`config.mk`:
```
export PLATFORM = sky130hd
export DESIGN_NAME = nport_router
export DESIGN_NICKNAME = d
export VERILOG_FILES = /design/src/rtl/nport_router.sv
export SDC_FILE = /design/constraint.sdc
export NUM_CORES = 1
export LEC_CHECK = 0
export ABC_AREA = 1
export CORE_MARGIN = 3
export CORE_UTILIZATION = 50
export DETAILED_ROUTE_END_ITERATION = 8
export PLACE_DENSITY_LB_ADDON = 0.25
export RECOVER_POWER = 100
export SYNTH_ARGS = -nofsm -noshare
export SYNTH_HDL_FRONTEND = slang
export SYNTH_SLANG_ARGS = --single-unit
```
`constraint.sdc`:
```
create_clock -name clk -period 3.98 [get_ports clk]
set_input_delay 0.398 -clock clk [delete_from_list [all_inputs] [get_ports clk]]
set_output_delay 0.398 -clock clk [all_outputs]
set_load 0.02 [all_outputs]
```
`src/rtl/nport_router.sv`:
```
// N-port to 1 flit router: two class FIFOs (priority / regular) fed by per-class
// round-robin arbiters, drained through a starvation-limited priority selector.
module nport_router #(
  parameter int         WIDTH        = 16,
  parameter int         NUM_IN       = 4,
  parameter int         DEPTH        = 4,
  parameter logic [2:0] PRIO_HEAD    = 3'b001,
  parameter int         STARVE_LIMIT = 4
) (
  input  logic                        clk,
  input  logic                        reset,
  input  logic [NUM_IN*WIDTH-1:0]     input_data,
  input  logic [NUM_IN-1:0]           input_req,
  output logic [NUM_IN-1:0]           input_bussy,
  output logic [WIDTH-1:0]            output_data,
  output logic                        output_req,
  input  logic                        output_bussy,
  output logic [$clog2(DEPTH+1)-1:0]  prio_count,
  output logic [$clog2(DEPTH+1)-1:0]  reg_count
);

  localparam int CW  = $clog2(DEPTH + 1);
  localparam int PW  = $clog2(DEPTH);
  localparam int IW  = $clog2(NUM_IN);
  localparam int SW  = $clog2(STARVE_LIMIT + 1);
  localparam int REG = 0;
  localparam int PRI = 1;

  logic [WIDTH-1:0]  mem [2][DEPTH];
  logic [PW-1:0]     wr_ptr [2];
  logic [PW-1:0]     rd_ptr [2];
  logic [CW-1:0]     count [2];
  logic [IW-1:0]     last [2];
  logic [SW-1:0]     starve_cnt;

  logic [NUM_IN-1:0] class_req [2];
  logic [NUM_IN-1:0] grant [2];
  logic [IW-1:0]     grant_idx [2];
  logic [WIDTH-1:0]  wdata [2];
  logic [1:0]        push, pop, full, empty;
  logic              sel_reg;

  always_comb begin
    for (int i = 0; i < NUM_IN; i++) begin
      class_req[PRI][i] = input_req[i] && (input_data[i*WIDTH + WIDTH - 3 +: 3] == PRIO_HEAD);
      class_req[REG][i] = input_req[i] && (input_data[i*WIDTH + WIDTH - 3 +: 3] != PRIO_HEAD);
    end
    for (int c = 0; c < 2; c++) begin
      full[c]  = (count[c] == CW'(DEPTH));
      empty[c] = (count[c] == '0);
    end
  end

  // Round robin: first pass searches indices above the last grant, second pass
  // wraps around to indices at or below it.
  always_comb begin
    // NOTE: every output of a combinational block gets a default first so no
    // path through the block leaves it unassigned, which would infer a latch.
    for (int c = 0; c < 2; c++) begin
      grant[c]     = '0;
      grant_idx[c] = last[c];
      push[c]      = 1'b0;
      wdata[c]     = '0;
      if (!reset && !full[c]) begin
        for (int i = 0; i < NUM_IN; i++) begin
          if (!push[c] && class_req[c][i] && (IW'(i) > last[c])) begin
            grant[c][i]  = 1'b1;
            grant_idx[c] = IW'(i);
            push[c]      = 1'b1;
            wdata[c]     = input_data[i*WIDTH +: WIDTH];
          end
        end
        for (int i = 0; i < NUM_IN; i++) begin
          if (!push[c] && class_req[c][i] && (IW'(i) <= last[c])) begin
            grant[c][i]  = 1'b1;
            grant_idx[c] = IW'(i);
            push[c]      = 1'b1;
            wdata[c]     = input_data[i*WIDTH +: WIDTH];
          end
        end
      end
    end
  end

  assign input_bussy = reset ? '1 : (input_req & ~(grant[PRI] | grant[REG]));

  always_comb begin
    sel_reg    = empty[PRI] || ((starve_cnt == SW'(STARVE_LIMIT)) && !empty[REG]);
    output_req = !reset && !(empty[PRI] && empty[REG]);
    pop[REG]   = output_req && !output_bussy && sel_reg;
    pop[PRI]   = output_req && !output_bussy && !sel_reg;
    // Gating on output_req keeps the never-written storage from showing as X.
    if (!output_req)  output_data = '0;
    else if (sel_reg) output_data = mem[REG][rd_ptr[REG]];
    else              output_data = mem[PRI][rd_ptr[PRI]];
  end

  assign prio_count = count[PRI];
  assign reg_count  = count[REG];

  // NOTE: storage is deliberately left out of reset; the pointers and counts
  // define which entries are valid, so clearing the array buys nothing.
  always_ff @(posedge clk) begin
    for (int c = 0; c < 2; c++)
      if (push[c]) mem[c][wr_ptr[c]] <= wdata[c];
  end

  // NOTE: sequential state uses non-blocking assignments only, so every
  // register sees the pre-edge values of the others regardless of order.
  always_ff @(posedge clk) begin
    if (reset) begin
      for (int c = 0; c < 2; c++) begin
        wr_ptr[c] <= '0;
        rd_ptr[c] <= '0;
        count[c]  <= '0;
        last[c]   <= IW'(NUM_IN - 1);
      end
      starve_cnt <= '0;
    end else begin
      for (int c = 0; c < 2; c++) begin
        if (push[c]) begin
          wr_ptr[c] <= wr_ptr[c] + 1'b1;
          last[c]   <= grant_idx[c];
        end
        if (pop[c]) rd_ptr[c] <= rd_ptr[c] + 1'b1;
        count[c] <= count[c] + CW'(push[c]) - CW'(pop[c]);
      end
      if (pop[REG])
        starve_cnt <= '0;
      else if (pop[PRI] && !empty[REG] && (starve_cnt != SW'(STARVE_LIMIT)))
        starve_cnt <= starve_cnt + 1'b1;
    end
  end

endmodule

```
==> results of run 1 <==
## routing by layer
layer,vias to the layer above,part of all wire [%],track usage (%)
met5,-,0,0
li1,3685,-,-
met2,402,47,42.6
met4,0,2.7,10.3
met3,54,11,7.46
met1,3555,40,35.7
## path summary, 6_finish.rpt
path	startpoint	end	slack (ps)
setup reg to reg	last[0][3]	mem[0][72]	540
hold / removal	starve_cnt[2]	starve_cnt[2]	480
setup / recovery	rd_ptr[0][1]	output_data[4]	410
hold reg to reg	starve_cnt[2]	starve_cnt[2]	480
## power by group through the flow
stage	registers (W)	clock network, W	logic, W
floorplan	0.00214	0	0.00131
global placement	0.00214	0	0.00218
detailed placement	0.00215	0	0.00222
CTS	0.00212	0.00157	0.00223
global route	0.00214	0.00165	0.00241
finish	0.00212	0.00156	0.00218
## per-stage QoR
| stage | hold WS, ps | area [µm²] | util (%) | total power (W) | instances |
|---|---|---|---|---|---|
| final | 476 | 10400 | 62.3 | 0.00586 | 1350 |
| after global routing | 505 | 10400 | 62.3 | 0.00621 | 1350 |
| after CTS | 479 | 10400 | 62.7 | 0.00593 | 1350 |
| after detailed placement | 470 | 9860 | 59.2 | 0.00437 | 1320 |
| after global placement | 456 | 9860 | 59.2 | 0.00432 | 1320 |
| after floorplan | 435 | 8580 | - | 0.00345 | 1024 |
## critical path, delay by kind of cell (launching register included)
family                 cells  cell delay [ps]
DFF                        1              770
buffers and inverters      2             1220
and+or+nand+nor            1              110
AOI/OAI and AO/OA          4              640
## flip-flops by register name (all words and copies together) (netlist names)
name        flops
count           6
last            4
mem           128
rd_ptr          4
starve_cnt      3
wr_ptr          4
## cell families (layout without fill, tap and decap cells)
kind of cell / Yosys count / in the layout / share of synthesized area, %
fa+ha+maj: 16 / 16 / 2.52
compound gates: 232 / 232 / 15.4
other cells: 1 / 8 / 0.0438
xor+xnor: 3 / 3 / 0.307
simple gates: 438 / 438 / 22.3
buf+inv: 178 / 284 / 8.21
flops: 149 / 149 / 51.3
## area by class of cell
type	instances	area share, %
sequential	149	42.3
multi-input combinational	697	33.6
timing repair buffer	133	11.6
inverter	121	4.38
clock buffer	19	4.18
tap	220	2.66
clock inverter	11	1.32
## layout by cell type (no fill, tap or decap), drive strengths merged, types with 3 or more instances in the layout
cell type / n
bufinv: 3
inv: 118
clkbuf: 33
nand4: 20
nor3: 3
o21a: 16
conb: 8
dlygate4sd3: 22
or2: 3
o311ai: 16
ha: 14
nand3: 107
clkinv: 9
nand2: 169
buf: 22
clkdlybuf4s50: 75
nor2: 134
edfxtp: 140
dfxtp: 9
a22oi: 16
o21ai: 108
a21oi: 71
==> flow_summary.html, run 1 <==
<table>
<tr><th>Metric</th><th>Value</th></tr>
<tr><th colspan="2">Run status</th></tr>
<tr><td>Run status</td><td>complete, no violations</td></tr>
<tr><th colspan="2">STA</th></tr>
<tr><td>Setup Skew</td><td>4.82 ps</td></tr>
<tr><td>Setup slack of the critical path after layout</td><td>409 ps</td></tr>
<tr><td>Period utilisation layout</td><td>89.7%</td></tr>
<tr><td>Final number of max-transition violations</td><td>0</td></tr>
<tr><td>Final count of negative-setup-slack endpoints</td><td>0</td></tr>
<tr><td>Max-slew headroom at the worst pin</td><td>13.9%</td></tr>
<tr><td>Achievable frequency</td><td>280 MHz</td></tr>
<tr><td>Final hold vios</td><td>0</td></tr>
<tr><td>Slew @ Worst Pin</td><td>1280 ps</td></tr>
<tr><td>Total negative slack</td><td>0 ps</td></tr>
<tr><td>Final Critical Period</td><td>3570 ps</td></tr>
<tr><td>Setup repair after global routing missed its margin</td><td>false</td></tr>
<tr><th colspan="2">CTS</th></tr>
<tr><td>CTS tree</td><td>done</td></tr>
<tr><td>Depth of the CTS H-tree</td><td>4</td></tr>
<tr><td>Post-CTS sizing</td><td>0</td></tr>
<tr><td>Clock root buffer</td><td>sky130_fd_sc_hd__clkbuf_16</td></tr>
<tr><td>Largest buffer count on any clock path</td><td>2</td></tr>
<tr><td>Clock tree sinks</td><td>149</td></tr>
<tr><td>Insertion delay of the later-clocked pin in the worst-skew pair</td><td>420 ps</td></tr>
<tr><td>Number of buffers created by CTS</td><td>17</td></tr>
<tr><td>Number of hold-repair buffers added at the cts stage</td><td>0</td></tr>
<tr><td>Post-CTS setup-driven buffer insertion count</td><td>0</td></tr>
<tr><td>Clock input transition at the sequential cells of the worst setup and hold paths</td><td>60 ps</td></tr>
<tr><th colspan="2">Floorplanning</th></tr>
<tr><td>Starting density of the core</td><td>51.4%</td></tr>
<tr><td>Floorplan row count</td><td>47</td></tr>
<tr><td>Number of placed I/O pins</td><td>98</td></tr>
<tr><td>Chip height</td><td>137 µm</td></tr>
<tr><td>Die area</td><td>18700 µm²</td></tr>
<tr><td>Die outline width</td><td>137 µm</td></tr>
<tr><td>Core ar.</td><td>16600 µm²</td></tr>
<tr><th colspan="2">Yosys</th></tr>
<tr><td>Cell types occupying the most area after synthesis</td><td>sky130_fd_sc_hd__edfxtp_1 49%, sky130_fd_sc_hd__nand2_1 7.4%, sky130_fd_sc_hd__nand3_1 6.0%, sky130_fd_sc_hd__o21ai_0 6.0%, sky130_fd_sc_hd__nor2_1 5.7%</td></tr>
<tr><td>Average cell area after synthesis</td><td>8.41 µm²</td></tr>
<tr><td>Synth top cells by count</td><td>168 x sky130_fd_sc_hd__nand2_1, 140 x sky130_fd_sc_hd__edfxtp_1, 130 x sky130_fd_sc_hd__nor2_1</td></tr>
<tr><td>Number of distinct library cells after synthesis</td><td>38</td></tr>
<tr><td>Share of the yosys chip area belonging to registers</td><td>51.3%</td></tr>
<tr><td>Area of the mapped netlist</td><td>8550 µm²</td></tr>
<tr><td>Post-synth top area share</td><td>49.2%</td></tr>
<tr><td>Register bit total from synthesis</td><td>149</td></tr>
<tr><td>Post-synthesis instance total</td><td>1017</td></tr>
<tr><td>Largest area contributor in the synthesized netlist</td><td>sky130_fd_sc_hd__edfxtp_1</td></tr>
<tr><td>Primary FF master, synth</td><td>sky130_fd_sc_hd__edfxtp_1</td></tr>
<tr><td>Async SR Flop Fraction</td><td>0%</td></tr>
<tr><td>Post-synth EDFFs</td><td>140</td></tr>
<tr><td>Yosys warns</td><td>0</td></tr>
<tr><td>Top-count cell post-synth</td><td>sky130_fd_sc_hd__nand2_1</td></tr>
<tr><th colspan="2">Power</th></tr>
<tr><td>Reported leakage power</td><td>4.22 nW</td></tr>
<tr><td>Pwr Density</td><td>565 nW/µm²</td></tr>
<tr><td>Largest voltage drop on the vdd net</td><td>0.000469 V</td></tr>
<tr><td>Switching portion of total power</td><td>36.4%</td></tr>
<tr><td>Cell Int Power</td><td>0.00373 W</td></tr>
<tr><td>Clock group share of total power</td><td>26.6%</td></tr>
<tr><td>Net Switching</td><td>0.00213 W</td></tr>
<tr><td>Comb power frac</td><td>37.2%</td></tr>
<tr><td>Sequential group share of total power</td><td>36.2%</td></tr>
<tr><th colspan="2">Global routing</th></tr>
<tr><td>All-Layer GR Usage</td><td>27.0%</td></tr>
<tr><td>Wire length of the first global-routing pass</td><td>38.4 mm</td></tr>
<tr><td>Vias in the first global route</td><td>7235</td></tr>
<tr><td>Number of antenna violations at the first check in global routing</td><td>0</td></tr>
<tr><td>Pin count of the biggest net entering global routing</td><td>35</td></tr>
<tr><td>Total congestion overflow</td><td>0</td></tr>
<tr><th colspan="2">Place</th></tr>
<tr><td>HPWL after DPL</td><td>17.2 mm</td></tr>
<tr><td>Count of input and output buffers</td><td>97</td></tr>
<tr><td>RePlAce Congestion</td><td>1.03</td></tr>
<tr><td>Pre-CTS setup slack</td><td>651 ps</td></tr>
<tr><th colspan="2">Setup path</th></tr>
<tr><td>Most common cell on crit path</td><td>sky130_fd_sc_hd__o21ai_0</td></tr>
<tr><td>Endpoint type of the worst setup path</td><td>output pin</td></tr>
<tr><td>Worst-path fanout max</td><td>20</td></tr>
<tr><td>Chain of cells forming the critical path</td><td>clkbuf_1 &gt; o21a_1 &gt; o21ai_0 &gt; o311ai_0 &gt; o21ai_0 &gt; nor2_1 &gt; dlygate4sd3_1</td></tr>
<tr><td>Critical path required time</td><td>3580 ps</td></tr>
<tr><td>Max stage delay on crit path</td><td>770 ps</td></tr>
<tr><td>Worst EP arrival</td><td>3170 ps</td></tr>
<tr><td>Crit path kind</td><td>reg -&gt; out</td></tr>
<tr><td>Reg2reg path depth</td><td>10</td></tr>
<tr><td>Standard cell with the maximum stage delay on the critical path</td><td>sky130_fd_sc_hd__edfxtp_1</td></tr>
<tr><td>Worst Setup Start Kind</td><td>flip-flop</td></tr>
<tr><th colspan="2">Min path</th></tr>
<tr><td>Cells on Worst Hold Path</td><td>2</td></tr>
<tr><td>Hold/Removal Path Class</td><td>reg -&gt; reg</td></tr>
<tr><th colspan="2">Final layout</th></tr>
<tr><td>Fraction of layout cells with a size suffix above 1</td><td>5.84%</td></tr>
<tr><td>Flip-flop and latch area</td><td>4380 µm²</td></tr>
<tr><td>Area Overhead vs Synth</td><td>21.2%</td></tr>
<tr><td>Total area of multi-input combinational cells</td><td>3480 µm²</td></tr>
<tr><td>Number of antenna cells inserted</td><td>0</td></tr>
<tr><td>Filler cell count</td><td>1411</td></tr>
<tr><td>Final Net Count</td><td>1206</td></tr>
<tr><th colspan="2">Drt</th></tr>
<tr><td>Via density per instance</td><td>5.70</td></tr>
<tr><td>Per-cell routed wire length</td><td>18.2 µm</td></tr>
<tr><td>DRT iter0 DRCs</td><td>825</td></tr>
<tr><td>Total via count after detailed routing</td><td>7696</td></tr>
<tr><td>Number of routed nets with antenna violations</td><td>0</td></tr>
<tr><td>Number of detailed-route iterations in the first pass</td><td>5</td></tr>
<tr><td>Final routed wirelength across all metal layers</td><td>24.5 mm</td></tr>
<tr><td>Post-detailed-route DRC marker count</td><td>0</td></tr>
<tr><th colspan="2">Job</th></tr>
<tr><td>Number of maximum-capacitance violations</td><td>0</td></tr>
</table>
Note: power is estimated with default switching activity, not from simulation.
==> run 2: changes to the inputs <==
--- a/config.mk
+++ b/config.mk
@@ -7,7 +7,7 @@
 export LEC_CHECK = 0
 export ABC_AREA = 1
 export CORE_MARGIN = 3
-export CORE_UTILIZATION = 50
+export CORE_UTILIZATION = 25
 export DETAILED_ROUTE_END_ITERATION = 8
 export PLACE_DENSITY_LB_ADDON = 0.25
 export RECOVER_POWER = 100
==> run 2 against run 1 <==
Sequential power hardly changed. Non-clock buffer count up 10. Worst setup slack worse by 130 ps. Cell count rose by 18%. Critical path type unchanged.
==> flow_summary.html, run 2 (synthesis results as in run 1) <==
<table>
<tr><th>Metric</th><th>Value</th></tr>
<tr><th colspan="2">Floorplanning</th></tr>
<tr><td>Floorplan row count</td><td>67 (+43%)</td></tr>
<tr><td>Starting density of the core</td><td>25.4% (-26 points)</td></tr>
<tr><td>Core ar.</td><td>33600 µm² (+100%)</td></tr>
<tr><td>Die outline width</td><td>191 µm (+40%)</td></tr>
<tr><td>Die area</td><td>36500 µm² (+95%)</td></tr>
<tr><td>Chip height</td><td>191 µm (+40%)</td></tr>
<tr><td>Number of placed I/O pins</td><td>98 (unchanged)</td></tr>
<tr><th colspan="2">Global routing</th></tr>
<tr><td>Total congestion overflow</td><td>0 (unchanged)</td></tr>
<tr><td>Vias in the first global route</td><td>7373 (+1.9%)</td></tr>
<tr><td>Wire length of the first global-routing pass</td><td>43.6 mm (+13%)</td></tr>
<tr><td>Pin count of the biggest net entering global routing</td><td>35 (unchanged)</td></tr>
<tr><td>Number of antenna violations at the first check in global routing</td><td>1 (+1)</td></tr>
<tr><td>All-Layer GR Usage</td><td>15.6% (-11 points)</td></tr>
<tr><th colspan="2">Setup path</th></tr>
<tr><td>Worst Setup Start Kind</td><td>flip-flop</td></tr>
<tr><td>Family of cells with the greatest summed delay on the critical path</td><td>buffers and inverters</td></tr>
<tr><td>Most common cell on crit path</td><td>sky130_fd_sc_hd__nor2_1</td></tr>
<tr><td>Buf/Inv on CP</td><td>3 (+1)</td></tr>
<tr><td>Endpoint type of the worst setup path</td><td>output pin</td></tr>
<tr><td>Critical path required time</td><td>3580 ps (about the same)</td></tr>
<tr><td>Worst EP arrival</td><td>3300 ps (+130 ps)</td></tr>
<tr><td>Chain of cells forming the critical path</td><td>inv_1 &gt; buf_4 &gt; nor2_1 &gt; o311ai_0 &gt; o21ai_0 &gt; nor2_1 &gt; dlygate4sd3_1</td></tr>
<tr><td>Crit path kind</td><td>reg -&gt; out</td></tr>
<tr><td>Worst-path fanout max</td><td>26 (+30%)</td></tr>
<tr><td>Max stage delay on crit path</td><td>690 ps (-80 ps)</td></tr>
<tr><td>Standard cell with the maximum stage delay on the critical path</td><td>sky130_fd_sc_hd__dlygate4sd3_1</td></tr>
<tr><th colspan="2">Final layout</th></tr>
<tr><td>Final Net Count</td><td>1216 (+0.83%)</td></tr>
<tr><td>Flip-flop count of the largest register, all copies and words added</td><td>128 (unchanged)</td></tr>
<tr><td>Share of the core filled with cells in the final layout</td><td>32.0% (-30 points)</td></tr>
<tr><td>Fraction of layout cells with a size suffix above 1</td><td>7.62% (+1.8 points)</td></tr>
<tr><td>Most frequent cells in the layout</td><td>168 x sky130_fd_sc_hd__nand2_1, 140 x sky130_fd_sc_hd__edfxtp_1, 130 x sky130_fd_sc_hd__nor2_1</td></tr>
<tr><td>Area Overhead vs Synth</td><td>25.8%</td></tr>
<tr><td>Leading cell type in the layout, fill and taps excluded</td><td>sky130_fd_sc_hd__nand2_1</td></tr>
<tr><td>Non-filler instance count after layout</td><td>1591 (+18%)</td></tr>
<tr><th colspan="2">Power</th></tr>
<tr><td>Pwr Density</td><td>556 nW/µm² (-1.5%)</td></tr>
<tr><td>Reported leakage power</td><td>4.30 nW (+1.9%)</td></tr>
<tr><td>Largest voltage drop on the vdd net</td><td>0.000343 V (-27%)</td></tr>
<tr><th colspan="2">Drt</th></tr>
<tr><td>DRT iter0 DRCs</td><td>675 (-18%)</td></tr>
<tr><td>Per-cell routed wire length</td><td>17.8 µm (-2.2%)</td></tr>
<tr><td>Total via count after detailed routing</td><td>7564 (-1.7%)</td></tr>
<tr><td>Via density per instance</td><td>4.75 (-17%)</td></tr>
<tr><td>Number of detailed-route iterations in the first pass</td><td>5 (unchanged)</td></tr>
<tr><td>Number of routed nets with antenna violations</td><td>0 (unchanged)</td></tr>
<tr><td>Final routed wirelength across all metal layers</td><td>28.3 mm (+15%)</td></tr>
<tr><td>Post-detailed-route DRC marker count</td><td>0 (unchanged)</td></tr>
<tr><th colspan="2">CTS</th></tr>
<tr><td>Clock input transition at the sequential cells of the worst setup and hold paths</td><td>70 ps (about the same)</td></tr>
<tr><td>Clock tree sinks</td><td>149 (unchanged)</td></tr>
<tr><td>Number of hold-repair buffers added at the cts stage</td><td>0 (unchanged)</td></tr>
<tr><td>Post-CTS setup-driven buffer insertion count</td><td>0 (unchanged)</td></tr>
<tr><td>Clock root buffer</td><td>sky130_fd_sc_hd__clkbuf_16</td></tr>
<tr><td>Largest buffer count on any clock path</td><td>2 (unchanged)</td></tr>
<tr><td>Insertion delay of the later-clocked pin in the worst-skew pair</td><td>420 ps (about the same)</td></tr>
<tr><td>Number of buffers created by CTS</td><td>17 (unchanged)</td></tr>
<tr><td>Depth of the CTS H-tree</td><td>4 (unchanged)</td></tr>
<tr><td>Post-CTS sizing</td><td>0 (unchanged)</td></tr>
<tr><td>CTS tree</td><td>done</td></tr>
<tr><th colspan="2">Run status</th></tr>
<tr><td>Run status</td><td>complete, no violations</td></tr>
<tr><th colspan="2">Place</th></tr>
<tr><td>Dpl cells</td><td>1558 (+18%)</td></tr>
<tr><td>RePlAce Congestion</td><td>0.910 (-12%)</td></tr>
<tr><td>HPWL after DPL</td><td>20.6 mm (+20%)</td></tr>
<tr><td>Count of input and output buffers</td><td>97 (unchanged)</td></tr>
<tr><th colspan="2">STA</th></tr>
<tr><td>Final Critical Period</td><td>3700 ps (+130 ps)</td></tr>
<tr><td>Final hold vios</td><td>0 (unchanged)</td></tr>
<tr><td>Slew @ Worst Pin</td><td>1310 ps (+27.6 ps)</td></tr>
<tr><td>Setup repair after global routing missed its margin</td><td>false</td></tr>
<tr><td>Setup Skew</td><td>17.2 ps (+12.3 ps)</td></tr>
<tr><td>Achievable frequency</td><td>270 MHz (-3.5%)</td></tr>
<tr><td>Period utilisation layout</td><td>93.0% (+3.3 points)</td></tr>
<tr><td>Total negative slack</td><td>0 ps (unchanged)</td></tr>
<tr><td>Max-slew headroom at the worst pin</td><td>12.6% (-1.3 points)</td></tr>
<tr><td>Final count of negative-setup-slack endpoints</td><td>0 (unchanged)</td></tr>
<tr><td>Final number of max-transition violations</td><td>0 (unchanged)</td></tr>
<tr><th colspan="2">Min path</th></tr>
<tr><td>Hold/Removal Path Class</td><td>reg -&gt; reg</td></tr>
<tr><th colspan="2">Job</th></tr>
<tr><td>Number of maximum-capacitance violations</td><td>0 (unchanged)</td></tr>
</table>
[run 2: cell types whose count changed in the layout (fill, tap and decap cells not counted), moves of 3 or more]
cell,previous run,this run
sky130_fd_sc_hd__clkinv_8,0,5
sky130_fd_sc_hd__buf_4,21,32
sky130_fd_sc_hd__clkbuf_1,15,10
sky130_fd_sc_hd__inv_6,0,3
sky130_fd_sc_hd__bufinv_16,3,0
sky130_fd_sc_hd__clkbuf_2,1,4
sky130_fd_sc_hd__inv_8,0,5
sky130_fd_sc_hd__clkdlybuf4s50_1,75,71
sky130_fd_sc_hd__dlygate4sd3_1,22,26
sky130_fd_sc_hd__clkinv_2,3,0
[run 2: worst paths after layout]
check | start | to | slack (ps) | cells past startpoint
hold reg to reg | starve_cnt[2] | starve_cnt[2] | 470 | 2
setup / recovery | rd_ptr[0][0] | output_data[5] | 280 | 7
hold / removal | starve_cnt[2] | starve_cnt[2] | 470 | 2
setup reg to reg | last[0][3] | mem[0][118] | 420 | 8
[run 2: final cells by class]
cell class | instances | area [µm²]
inverter | 121 | 454
fill | 3509 | 22900
antenna | 1 | 2.50
sequential | 149 | 4380
multi-input combinational | 697 | 3480
timing repair buffer | 143 | 1270
tap | 448 | 561
clock buffer | 17 | 425
clock inverter | 15 | 180
[run 2: routing by layer]
| layer | part of all wire [%] | track usage [%] |
|---|---|---|
| met4 | 1.5 | 4.01 |
| met1 | 47 | 22.4 |
| met2 | 45 | 24.7 |
| met5 | 0 | 0 |
| met3 | 5.9 | 2.42 |
[run 2: worst register-to-register path, cell delays in order (launching register included)]
cell and delay (ps):
sky130_fd_sc_hd__edfxtp_1 400, sky130_fd_sc_hd__nor2_1 320, sky130_fd_sc_hd__nand4_1 460, sky130_fd_sc_hd__nand3_1 260, sky130_fd_sc_hd__nor2_1 80, sky130_fd_sc_hd__nand4_1 100
sky130_fd_sc_hd__clkbuf_1 970, sky130_fd_sc_hd__o21ai_0 200, sky130_fd_sc_hd__nor2_1 490
[run 2: per-stage QoR]
step / power, W / hold slack, ps / setup slack, ps / instance area [µm²]
after global routing: 0.00638 / 514 / 76.1 / 10800
after floorplan: 0.00345 / 435 / 1290 / 8580
after global placement: 0.00452 / 446 / 743 / 10200
after CTS: 0.00611 / 470 / 361 / 10800
final: 0.00599 / 466 / 279 / 10800
after detailed placement: 0.00453 / 459 / 758 / 10200
[run 2: report_power, final]
part / internal, W / switching, W / total, W
clock network: 0.000851 / 0.000733 / 0.00158
logic: 0.000769 / 0.00150 / 0.00227
registers: 0.00201 / 0.000117 / 0.00213
==> run 3: changes to the inputs <==
--- a/config.mk
+++ b/config.mk
@@ -7,7 +7,7 @@
 export LEC_CHECK = 0
 export ABC_AREA = 1
 export CORE_MARGIN = 3
-export CORE_UTILIZATION = 25
+export CORE_UTILIZATION = 44
 export DETAILED_ROUTE_END_ITERATION = 8
 export PLACE_DENSITY_LB_ADDON = 0.25
 export RECOVER_POWER = 100
==> run 3 against run 2 <==
Core utilization increased by 23 points. Total power shrank 0.90%. Sequential share of layout area rose by 1.3 points. Register-to-register slack improved by 240 ps. Clock-buffer cell count unchanged. First-iteration DRC count up 7.0%. Via count grew 2.2%. Clock power about the same. Die area decreased by 42%. Routed wire length fell by 6.8%. Critical endpoint is now output_data[12].
==> flow_summary.html, run 3 (synthesis results as in run 1) <==
<table>
<tr><th>Metric</th><th>Value</th></tr>
<tr><th colspan="2">Global routing</th></tr>
<tr><td>Vias in the first global route</td><td>7505 (+1.8%)</td></tr>
<tr><td>Number of antenna violations at the first check in global routing</td><td>0 (-1)</td></tr>
<tr><td>Wire length of the first global-routing pass</td><td>41.1 mm (-5.7%)</td></tr>
<tr><td>All-Layer GR Usage</td><td>24.8% (+9.2 points)</td></tr>
<tr><td>Pin count of the biggest net entering global routing</td><td>35 (unchanged)</td></tr>
<tr><td>Total congestion overflow</td><td>0 (unchanged)</td></tr>
<tr><th colspan="2">Power</th></tr>
<tr><td>Switching portion of total power</td><td>37.7% (-1.6 points)</td></tr>
<tr><td>Net Switching</td><td>0.00223 W (-5.0%)</td></tr>
<tr><td>Pwr Density</td><td>569 nW/µm² (+2.2%)</td></tr>
<tr><td>Sequential group share of total power</td><td>35.9% (+0.3 points)</td></tr>
<tr><td>Cell Int Power</td><td>0.00370 W (+1.8%)</td></tr>
<tr><td>Comb power frac</td><td>37.1% (-0.8 points)</td></tr>
<tr><td>Largest voltage drop on the vdd net</td><td>0.000432 V (+26%)</td></tr>
<tr><td>Clock group share of total power</td><td>27.0% (+0.5 points)</td></tr>
<tr><td>Reported leakage power</td><td>4.25 nW (-1.1%)</td></tr>
<tr><th colspan="2">CTS</th></tr>
<tr><td>Number of hold-repair buffers added at the cts stage</td><td>0 (unchanged)</td></tr>
<tr><td>Clock input transition at the sequential cells of the worst setup and hold paths</td><td>60 ps (about the same)</td></tr>
<tr><td>CTS tree</td><td>done</td></tr>
<tr><td>Post-CTS setup-driven buffer insertion count</td><td>0 (unchanged)</td></tr>
<tr><td>Clock root buffer</td><td>sky130_fd_sc_hd__clkbuf_16</td></tr>
<tr><td>Post-CTS sizing</td><td>0 (unchanged)</td></tr>
<tr><td>Number of buffers created by CTS</td><td>17 (unchanged)</td></tr>
<tr><td>Largest buffer count on any clock path</td><td>2 (unchanged)</td></tr>
<tr><td>Clock tree sinks</td><td>149 (unchanged)</td></tr>
<tr><td>Depth of the CTS H-tree</td><td>4 (unchanged)</td></tr>
<tr><td>Insertion delay of the later-clocked pin in the worst-skew pair</td><td>430 ps (about the same)</td></tr>
<tr><th colspan="2">Setup path</th></tr>
<tr><td>Worst Setup Start Kind</td><td>flip-flop</td></tr>
<tr><td>Reg2Reg Capture Point</td><td>mem[0][2]</td></tr>
<tr><td>Crit path kind</td><td>reg -&gt; out</td></tr>
<tr><td>Endpoint type of the worst setup path</td><td>output pin</td></tr>
<tr><td>Worst EP arrival</td><td>3230 ps (-70 ps)</td></tr>
<tr><td>Worst-path fanout max</td><td>19 (-27%)</td></tr>
<tr><td>Startpoint of the worst register-to-register path</td><td>last[0][1]</td></tr>
<tr><td>Reg2reg path depth</td><td>8 (unchanged)</td></tr>
<tr><td>Slack of the worst reg-to-reg path</td><td>660 ps (+240 ps)</td></tr>
<tr><td>Critical path required time</td><td>3580 ps (about the same)</td></tr>
<tr><th colspan="2">Floorplanning</th></tr>
<tr><td>Die area</td><td>21100 µm² (-42%)</td></tr>
<tr><td>Chip height</td><td>145 µm (-24%)</td></tr>
<tr><td>Starting density of the core</td><td>45.3% (+20 points)</td></tr>
<tr><td>Die outline width</td><td>145 µm (-24%)</td></tr>
<tr><td>Floorplan row count</td><td>50 (-25%)</td></tr>
<tr><td>Number of placed I/O pins</td><td>98 (unchanged)</td></tr>
<tr><td>Core ar.</td><td>18900 µm² (-44%)</td></tr>
<tr><th colspan="2">Final layout</th></tr>
<tr><td>Share of the core filled with cells in the final layout</td><td>55.2% (+23 points)</td></tr>
<tr><td>Non-filler instance count after layout</td><td>1392 (-13%)</td></tr>
<tr><td>Fraction of layout cells with a size suffix above 1</td><td>6.80% (-0.82 points)</td></tr>
<tr><td>Filler cell count</td><td>1740 (-50%)</td></tr>
<tr><td>Leading cell type in the layout, fill and taps excluded</td><td>sky130_fd_sc_hd__nand2_1</td></tr>
<tr><td>Number of antenna cells inserted</td><td>0 (-1)</td></tr>
<tr><td>Final Net Count</td><td>1206 (-0.82%)</td></tr>
<tr><td>Area Overhead vs Synth</td><td>22.0%</td></tr>
<tr><td>Flip-flop count of the largest register, all copies and words added</td><td>128 (unchanged)</td></tr>
<tr><td>Most frequent cells in the layout</td><td>168 x sky130_fd_sc_hd__nand2_1, 140 x sky130_fd_sc_hd__edfxtp_1, 130 x sky130_fd_sc_hd__nor2_1</td></tr>
<tr><th colspan="2">STA</th></tr>
<tr><td>Final number of max-transition violations</td><td>0 (unchanged)</td></tr>
<tr><td>Achievable frequency</td><td>276 MHz (+2.1%)</td></tr>
<tr><td>Final count of negative-setup-slack endpoints</td><td>0 (unchanged)</td></tr>
<tr><td>Max-slew headroom at the worst pin</td><td>20.4% (+7.7 points)</td></tr>
<tr><td>Final hold vios</td><td>0 (unchanged)</td></tr>
<tr><td>Final Critical Period</td><td>3620 ps (-75.9 ps)</td></tr>
<tr><td>Total negative slack</td><td>0 ps (unchanged)</td></tr>
<tr><td>Slew @ Worst Pin</td><td>1190 ps (-116 ps)</td></tr>
<tr><td>Setup Skew</td><td>11.1 ps (-6.11 ps)</td></tr>
<tr><td>Setup repair after global routing missed its margin</td><td>false</td></tr>
<tr><td>Period utilisation layout</td><td>91.1% (-1.9 points)</td></tr>
<tr><th colspan="2">Drt</th></tr>
<tr><td>Number of detailed-route iterations in the first pass</td><td>7 (+2)</td></tr>
<tr><td>DRT iter0 DRCs</td><td>722 (+7.0%)</td></tr>
<tr><td>Via density per instance</td><td>5.55 (+17%)</td></tr>
<tr><td>Number of routed nets with antenna violations</td><td>0 (unchanged)</td></tr>
<tr><td>Per-cell routed wire length</td><td>18.9 µm (+6.5%)</td></tr>
<tr><td>Final routed wirelength across all metal layers</td><td>26.4 mm (-6.8%)</td></tr>
<tr><td>Post-detailed-route DRC marker count</td><td>0 (unchanged)</td></tr>
<tr><td>Total via count after detailed routing</td><td>7728 (+2.2%)</td></tr>
<tr><th colspan="2">Place</th></tr>
<tr><td>Count of input and output buffers</td><td>97 (unchanged)</td></tr>
<tr><td>Dpl cells</td><td>1360 (-13%)</td></tr>
<tr><td>RePlAce Congestion</td><td>0.970 (+6.5%)</td></tr>
<tr><td>HPWL after DPL</td><td>18.6 mm (-9.9%)</td></tr>
<tr><th colspan="2">Run status</th></tr>
<tr><td>Run status</td><td>complete, no violations</td></tr>
<tr><th colspan="2">Min path</th></tr>
<tr><td>Hold/Removal Path Class</td><td>reg -&gt; reg</td></tr>
<tr><td>Cells on Worst Hold Path</td><td>2 (unchanged)</td></tr>
<tr><td>Hold Path End</td><td>starve_cnt[2]</td></tr>
<tr><td>Start point of the worst hold path</td><td>starve_cnt[2]</td></tr>
<tr><th colspan="2">Job</th></tr>
<tr><td>Number of maximum-capacitance violations</td><td>0 (unchanged)</td></tr>
</table>
==> run 3: power by group through the flow <==
stage          logic (W)  registers (W)  clock network [W]
4_1_cts          0.00226        0.00213            0.00163
3_3_place_gp     0.00223        0.00215                  0
2_1_floorplan    0.00131        0.00214                  0
6_report         0.00220        0.00213            0.00160
3_5_place_dp     0.00225        0.00216                  0
5_1_grt          0.00244        0.00215            0.00171
==> run 3: worst max-delay path by stage <==
stage / endpoint / slack, ps / from / depth (start not counted)
floorplan: count[0][2] / 1290 / count[0][1] / 12
global placement: count[0][2] / 530 / input_data[30] / 13
detailed placement: count[0][2] / 410 / input_data[30] / 13
CTS: output_data[10] / 490 / count[0][1] / 9
global route: input_bussy[2] / 140 / input_req[1] / 10
finish: output_data[12] / 360 / count[0][1] / 9
==> run 3: per-stage QoR <==
step	hold slack, ps	instance area (µm²)	setup WS [ps]	power [W]
4_1_cts	470	10500	486	0.00602
3_5_place_dp	460	9900	411	0.00441
3_3_place_gp	451	9900	529	0.00438
2_1_floorplan	435	8580	1290	0.00345
5_1_grt	513	10400	140	0.00629
6_report	472	10400	355	0.00593
==> run 3: layer usage <==
metal	part of all wire (%)	vias to the layer above	routed length, µm	global-route usage (%)
met2	46	396	12200	38.9
met4	2.4	0	631	7.98
met3	9.0	56	2370	6.32
li1	-	3685	-	-
met1	42	3591	11200	34.1
met5	0	-	0	0
==> run 3: area by class of cell <==
class | count | area [µm²] | area share, %
Sequential cell | 149 | 4380 | 42.0
Multi-Input combinational cell | 697 | 3470 | 33.3
Timing Repair Buffer | 133 | 1200 | 11.5
Inverter | 121 | 454 | 4.35
Clock buffer | 17 | 425 | 4.08
Tap cell | 260 | 325 | 3.12
Clock inverter | 15 | 168 | 1.61
==> run 3: worst max-delay path, cell delays in order, from the launching register on <==
cell                            delay, ps
sky130_fd_sc_hd__dfxtp_1              380
sky130_fd_sc_hd__inv_1                110
sky130_fd_sc_hd__nand3_1              180
sky130_fd_sc_hd__nand3_1              100
sky130_fd_sc_hd__nand2_1              550
sky130_fd_sc_hd__clkbuf_1             290
sky130_fd_sc_hd__o311ai_0             270
sky130_fd_sc_hd__o21ai_0              210
sky130_fd_sc_hd__nor2_1                50
sky130_fd_sc_hd__dlygate4sd3_1        650
